**src/rtl/countdown_mmss.sv**
```systemverilog
`default_nettype none
// ============================================================================
//  Module   : countdown_mmss
//  Purpose  : Minutes:seconds countdown timer. Loaded with a clamped MM:SS
//             preset, it decrements once per tick while running. It pulses
//             bo when the seconds field wraps 00->59 and flags done at 00:00.
//  Ports    : clk            - system clock, rising-edge active
//             clr            - asynchronous active-low reset
//             load           - load min_in/sec_in (clamped to 59) as preset
//             min_in, sec_in - preset minutes / seconds (6 bits each)
//             start          - begin or resume counting
//             pause          - freeze counting
//             tick           - one-cycle count enable
//             min, sec       - current count (0-59 per field)
//             bo             - one-cycle borrow pulse on seconds wrap
//             busy           - high while counting (RUN)
//             done           - high from 00:00 until next load or reset
//  Revision : 1.0 - initial release
// ============================================================================
module countdown_mmss (
  input  logic       clk,
  input  logic       clr,
  input  logic       load,
  input  logic [5:0] min_in,
  input  logic [5:0] sec_in,
  input  logic       start,
  input  logic       pause,
  input  logic       tick,
  output logic [5:0] min,
  output logic [5:0] sec,
  output logic       bo,
  output logic       busy,
  output logic       done
);

  localparam logic [5:0] c_FIELD_MAX = 6'd59;

  typedef enum logic [1:0] {
    IDLE  = 2'd0,
    RUN   = 2'd1,
    PAUSE = 2'd2,
    DONE  = 2'd3
  } state_t;

  state_t     r_state;
  state_t     w_state_nxt;
  logic [5:0] r_min;
  logic [5:0] r_sec;
  logic [5:0] w_min_nxt;
  logic [5:0] w_sec_nxt;
  logic       r_bo;
  logic       w_bo_nxt;

  // State and count registers
  always_ff @(posedge clk or negedge clr) begin
    if (!clr) begin
      r_state <= IDLE;
      r_min   <= 6'd0;
      r_sec   <= 6'd0;
      r_bo    <= 1'b0;
    end else begin
      r_state <= w_state_nxt;
      r_min   <= w_min_nxt;
      r_sec   <= w_sec_nxt;
      r_bo    <= w_bo_nxt;
    end
  end

  // Next-state / next-count logic. The if-else chain encodes the input
  // priority load > start > pause > tick; an input that is not acted on
  // simply falls through to the next one, so nothing is queued.
  always_comb begin
    w_state_nxt = r_state;
    w_min_nxt   = r_min;
    w_sec_nxt   = r_sec;
    w_bo_nxt    = 1'b0;

    if (load) begin
      w_min_nxt   = (min_in > c_FIELD_MAX) ? c_FIELD_MAX : min_in;
      w_sec_nxt   = (sec_in > c_FIELD_MAX) ? c_FIELD_MAX : sec_in;
      w_state_nxt = IDLE;
    end else if (start && (r_state == IDLE || r_state == PAUSE)) begin
      // Starting from 00:00 expires immediately without ever running
      if (r_min == 6'd0 && r_sec == 6'd0) begin
        w_state_nxt = DONE;
      end else begin
        w_state_nxt = RUN;
      end
    end else if (pause && r_state == RUN) begin
      w_state_nxt = PAUSE;
    end else if (tick && r_state == RUN) begin
      if (r_sec != 6'd0) begin
        w_sec_nxt = r_sec - 6'd1;
        if (r_min == 6'd0 && r_sec == 6'd1) begin
          w_state_nxt = DONE;
        end
      end else if (r_min != 6'd0) begin
        w_sec_nxt = c_FIELD_MAX;
        w_min_nxt = r_min - 6'd1;
        w_bo_nxt  = 1'b1;
      end else begin
        // RUN is never entered at 00:00; recover to DONE should it happen
        w_state_nxt = DONE;
      end
    end
  end

  assign min  = r_min;
  assign sec  = r_sec;
  assign bo   = r_bo;
  assign busy = (r_state == RUN);
  assign done = (r_state == DONE);

endmodule
`default_nettype wire

```
**config.mk**
```make
export PLATFORM = sky130hd
export DESIGN_NAME = countdown_mmss
export DESIGN_NICKNAME = d
export VERILOG_FILES = /design/src/rtl/countdown_mmss.sv
export SDC_FILE = /design/constraint.sdc
export NUM_CORES = 1
export LEC_CHECK = 0
export CAP_MARGIN = 20
export CORE_MARGIN = 8
export CORE_UTILIZATION = 46
export DETAILED_ROUTE_END_ITERATION = 7
export PLACE_DENSITY_LB_ADDON = 0.1
export SYNTH_ARGS = -nofsm -noshare
export SYNTH_HDL_FRONTEND = slang
export SYNTH_SLANG_ARGS = --single-unit
```
**constraint.sdc**
```tcl
create_clock -name clk -period 2.3 [get_ports clk]
set_input_delay 0.345 -clock clk [delete_from_list [all_inputs] [get_ports clk]]
set_output_delay 0.345 -clock clk [all_outputs]
set_load 0.005 [all_outputs]
```
Word-level counts from Yosys, hierarchy flattened
Cells that the tools add are included.
Widths: inputs -> output; s select.
{"block": "word_totals", "output_inout_bits": 15, "in_bits": 18, "ff_bits": 15, "word_cells": 63}
{"block": "op_classes", "n_eq_ne": 9, "muxes": 28, "n_addsub": 2, "magnitude_cmp": 2, "n_reduce_logical": 18}
{"operator": "$mux 6", "n": 14}
{"operator": "$mux 2", "n": 8}
{"operator": "$gt 6x6->1 const B", "n": 2}
{"operator": "$logic_not 6->1", "n": 2}
{"operator": "$reduce_bool 6->1", "n": 2}
{"operator": "$sub 6x1->6 const B", "n": 2}
{"operator": "$eq 6x1->1 const B", "n": 1}
{"operator": "$mux 1", "n": 6}
{"operator": "$ne 2x2->1 const B", "n": 3}
{"operator": "$logic_and 1x1->1", "n": 5}
{"operator": "$ne 5x4->1 const B", "n": 1}
{"operator": "$ne 5x5->1 const B", "n": 1}
{"operator": "$reduce_and 5->1", "n": 1}
{"operator": "$eq 2x2->1 const B", "n": 2}
{"operator": "$reduce_and 4->1", "n": 1}
{"operator": "$reduce_bool 2->1", "n": 2}
{"operator": "$reduce_bool 4->1", "n": 1}
{"operator": "$reduce_and 3->1", "n": 1}
{"operator": "$reduce_bool 3->1", "n": 1}
{"operator": "$eq 2x1->1 const B", "n": 1}
{"operator": "$logic_not 2->1", "n": 1}
{"operator": "$logic_or 1x1->1", "n": 1}

Depth between registers and ports, before layout
{"block": "logic_depth", "ltp_word": 8, "mapped_depth": 6}

Least setup slack after synthesis
Ideal clock, no wire load.
{"block": "synth_timing", "path_kind": "register to register", "startpoint": "register r_sec[2] (netlist: sec[2])", "endpoint": "register r_min[4] (netlist: min[4])", "n_path_buf": 1, "period_less_slack_ns": 1.978, "setup_ns": 0.082, "arrival_time_ns": 1.896, "required_time_ns": 2.218, "slack_ns": 0.322, "path_stages_with_launch": 6, "path_cell_list": "dfrtp_1 buf_6 nor4_4 o2111ai_4 or4b_1 a31oi_1"}
{"block": "synth_via", "elab_chain_len": 3}
{"element": "start: declaration", "line_no": "48", "text": "logic [5:0] r_sec;"}
{"element": "start signal: assignment", "line_no": "64", "text": "r_sec <= w_sec_nxt;"}
{"element": "$reduce_bool 6->1", "line_no": "92", "text": "if (r_sec != 6'd0) begin"}
{"element": "$ne 2x2->1 (no line)"}
{"element": "$reduce_and 5->1 (no line)"}
{"element": "end signal: assignment", "line_no": "63", "text": "r_min <= w_min_nxt;"}
{"element": "end: declaration", "line_no": "47", "text": "logic [5:0] r_min;"}
Every way passes these cells.
A chain may end at the register's enable or synchronous reset.

Final worst setup path
{"block": "layout_timing", "startpoint": "input tick", "endpoint": "register r_min[4] (netlist: min[4])"}
{"block": "layout_via", "elab_chain_len": 3}
{"element": "start: declaration", "line_no": "28", "text": "input logic tick,"}
{"element": "$logic_and 1x1->1", "line_no": "91", "text": "end else if (tick && r_state == RUN) begin"}
{"element": "$reduce_bool 2->1 (no line)"}
{"element": "$reduce_and 5->1 (no line)"}
Every way passes these cells.

==> results.json <==
{
  "outcome": "complete, no violations",
  "peakVddDrop_v": 0.000317,
  "antenna-diode-count": 0,
  "rsz0062_at_grt": "false",
  "grt_use_met2": 0.219,
  "cts_tree": "done",
  "htreeDepth": 1,
  "ios": 33,
  "port_buffers": 32,
  "path_max_fanout": 9,
  "cpMaxStageDelayCell": "or4b_1",
  "dpl_cell_area_mm2": 0.00148,
  "seq_area_frac_synth": 0.339,
  "final_nets": 182,
  "max_slew_margin": 0.530,
  "ys.warnings.count": 0,
  "drc": 0,
  "num_vias": 1102,
  "fillerInstances": 211,
  "detailed_place_hpwl_mm": 2.19,
  "place.gp.congestion": 0.877,
  "wl_per_cell_um": 14.9,
  "ant_nets": 0,
  "worstMarginPinSlew_ns": 0.702,
  "cp-end-kind": "flop",
  "routed_wl_mm": 2.77,
  "cts_sinks": 15,
  "synth_cell_type_count": 46,
  "finalCritPeriodShare": 0.853,
  "crit_type": "primary input to flop",
  "fmax_ghz": 0.510,
  "numCtsBuffers": 3,
  "firstDrtPassIters": 4,
  "setup_violations": 0,
  "clk_pin_slew_ns": 0.10,
  "grt_pass1_wl_mm": 4.76,
  "drtIter0Drc": 40,
  "cts.repair.resized": 0,
  "required_ns": 2.51,
  "antenna_found_initial": 0,
  "period_needed_ns": 1.96,
  "grt_max_degree": 16,
  "tns_ns": 0,
  "root_buffer": "clkbuf_4",
  "skew_ns": 0.00907,
  "regArea_um2": 375,
  "start_util": 0.491,
  "track_usage": 0.135,
  "rows": 17,
  "final-max-slew-violation-count": 0,
  "met3_usage": 0.0447,
  "postSynthCellCount": 119,
  "postCtsHoldBufs": 0,
  "cp.arrival_ns": 2.17,
  "cap_violations": 0,
  "die_w_um": 65.1,
  "die_h_um": 65.1,
  "area_growth_pct": 35.8,
  "syn_area_per_cell_um2": 9.31,
  "syn_nets": 142,
  "grt_overflow": 0,
  "synth_seq_cells": 15,
  "cp_cell_sequence": "clkdlybuf4s50_1, nor4bb_1, buf_4, o2111ai_4, or4b_1, a31oi_1",
  "grt.busiest_layer": "met2",
  "cts.path.max_buffers": 2,
  "insertion_delay_ns": 0.28,
  "hold_violations": 0,
  "postLayoutCellArea_mm2": 0.00150,
  "pwr_density_cell_mw_per_mm2": 462,
  "design.core.area_mm2": 0.00225,
  "timing.hold.ws_ns": 0.477,
  "post_cts_buffers": 0,
  "grt_pass1_vias": 1078,
  "multiInputGateArea_um2": 653,
  "synth.cell_area_mm2": 0.00111,
  "dieArea_mm2": 0.00423,
  "drive_above_1_share": 0.120,
  "start_kind": "primary input",
  "p_leak_uw": 0.000580,
  "use_met1": 0.171,
  "viasPerCell": 5.92,
  "hold_path.class": "primary input to asynchronous set/reset pin",
  "slowest_delay_ns": 0.53
}
==> synth_stat cells (all sizes together) <==
cell type  count  area share
a211oi         1      0.0068
clkinv         1      0.0034
a31o           1      0.0079
nand4          3       0.017
nand3b         2       0.014
xnor2          1      0.0079
o2111ai        2       0.032
or3            2       0.011
nor2          12       0.041
nand2b         1      0.0057
a22o           1      0.0090
or4b           2       0.018
a2111oi        4       0.032
inv            6       0.020
a31oi          2       0.011
nand3          2      0.0090
o32a           1      0.0090
nor4bb         1      0.0090
and4           1      0.0079
or4            2       0.015
nor4           1       0.019
or2b           1      0.0079
o211ai         1      0.0068
and3           1      0.0057
o41ai          1      0.0079
a21oi          8       0.036
o21ai          7       0.032
dfrtp         15        0.34
o31ai          2       0.014
o211a          1      0.0090
ha             5       0.056
clkbuf         1      0.0034
nor4b          3       0.024
nor2b          3       0.017
and2           2       0.011
buf            5       0.044
o2bb2ai        2       0.016
nand2          5       0.017
a221oi         1      0.0079
nor3           3       0.014
o311a          2       0.019
a32oi          1      0.0079
==> final cells by class <==
cell class	count	share of cell area
Inverter	7	0.0175
Sequential cell	15	0.250
Clock buffer	4	0.0175
Tap cell	28	0.0233
Timing Repair Buffer	41	0.258
Multi-Input combinational cell	91	0.434
==> through the flow <==
| stage | worst slack (ns) | power [uW] | utilization | instances |
|---|---|---|---|---|
| 2_1_floorplan | 0.322 | 438 | - | 119 |
| 3_5_place_dp | 0.0465 | 546 | 0.655 | 182 |
| 6_report | 0.338 | 695 | 0.667 | 186 |
| 5_1_grt | 0.158 | 735 | 0.667 | 186 |
| 4_1_cts | 0.343 | 699 | 0.667 | 186 |
| 3_3_place_gp | 0.0667 | 542 | 0.655 | 182 |
==> placed cells by master, fill, tap and decap left out, drive strengths merged, types with 3 or more instances in the layout <==
cell type and count:
nor2 12, nor2b 3, ha 5, dfrtp 15
nand2 5, a2111oi 4, nor4b 3, inv 6
clkbuf 4, buf 9, nand4 3, nor3 3
clkdlybuf4s50 32, a21oi 8, o21ai 7
==> metal layers <==
metal | vias to the layer above | wire, um | part of all wire
met5 | - | 0 | 0
met4 | 0 | 8 | 0.0029
met3 | 2 | 193 | 0.070
met2 | 27 | 1270 | 0.46
met1 | 536 | 1300 | 0.47
li1 | 537 | - | -
==> power breakdown <==
part	internal (uW)	switching (uW)
combinational	121	92.6
clock	67.1	87.6
sequential	288	39.0
==> final timing paths <==
path                                 start      to  slack [ns]  cells after the start
worst min-delay path                   clr  min[3]        0.48                      1
min in group clk                r_state[1]      bo        0.56                      1
worst max-delay path                  tick  min[4]        0.34                      6
max in group asynchronous              clr  sec[2]        1.37                      1
worst min register to register  r_state[1]      bo        0.56                      1
worst max register to register      sec[0]  min[4]        0.35                      5
==> registers in the layout, summed over array words and instances, names as in the netlist <==
name and count:
min 6, sec 6, r_state 2, bo 1
==> critical path: cells and delay by family <==
family | cells | cell delay, ns
AO/OA/AOI/OAI | 2 | 0.34
buffers and inverters | 2 | 0.67
AND/OR/NAND/NOR | 2 | 0.82
==> kinds of logic after synthesis <==
group           share of synthesized area
buf+inv                            0.0712
xor+xnor                          0.00791
flops                               0.339
simple gates                        0.262
fa+ha+maj                          0.0565
compound gates                      0.263
Note: power is estimated with default switching activity, not from simulation.
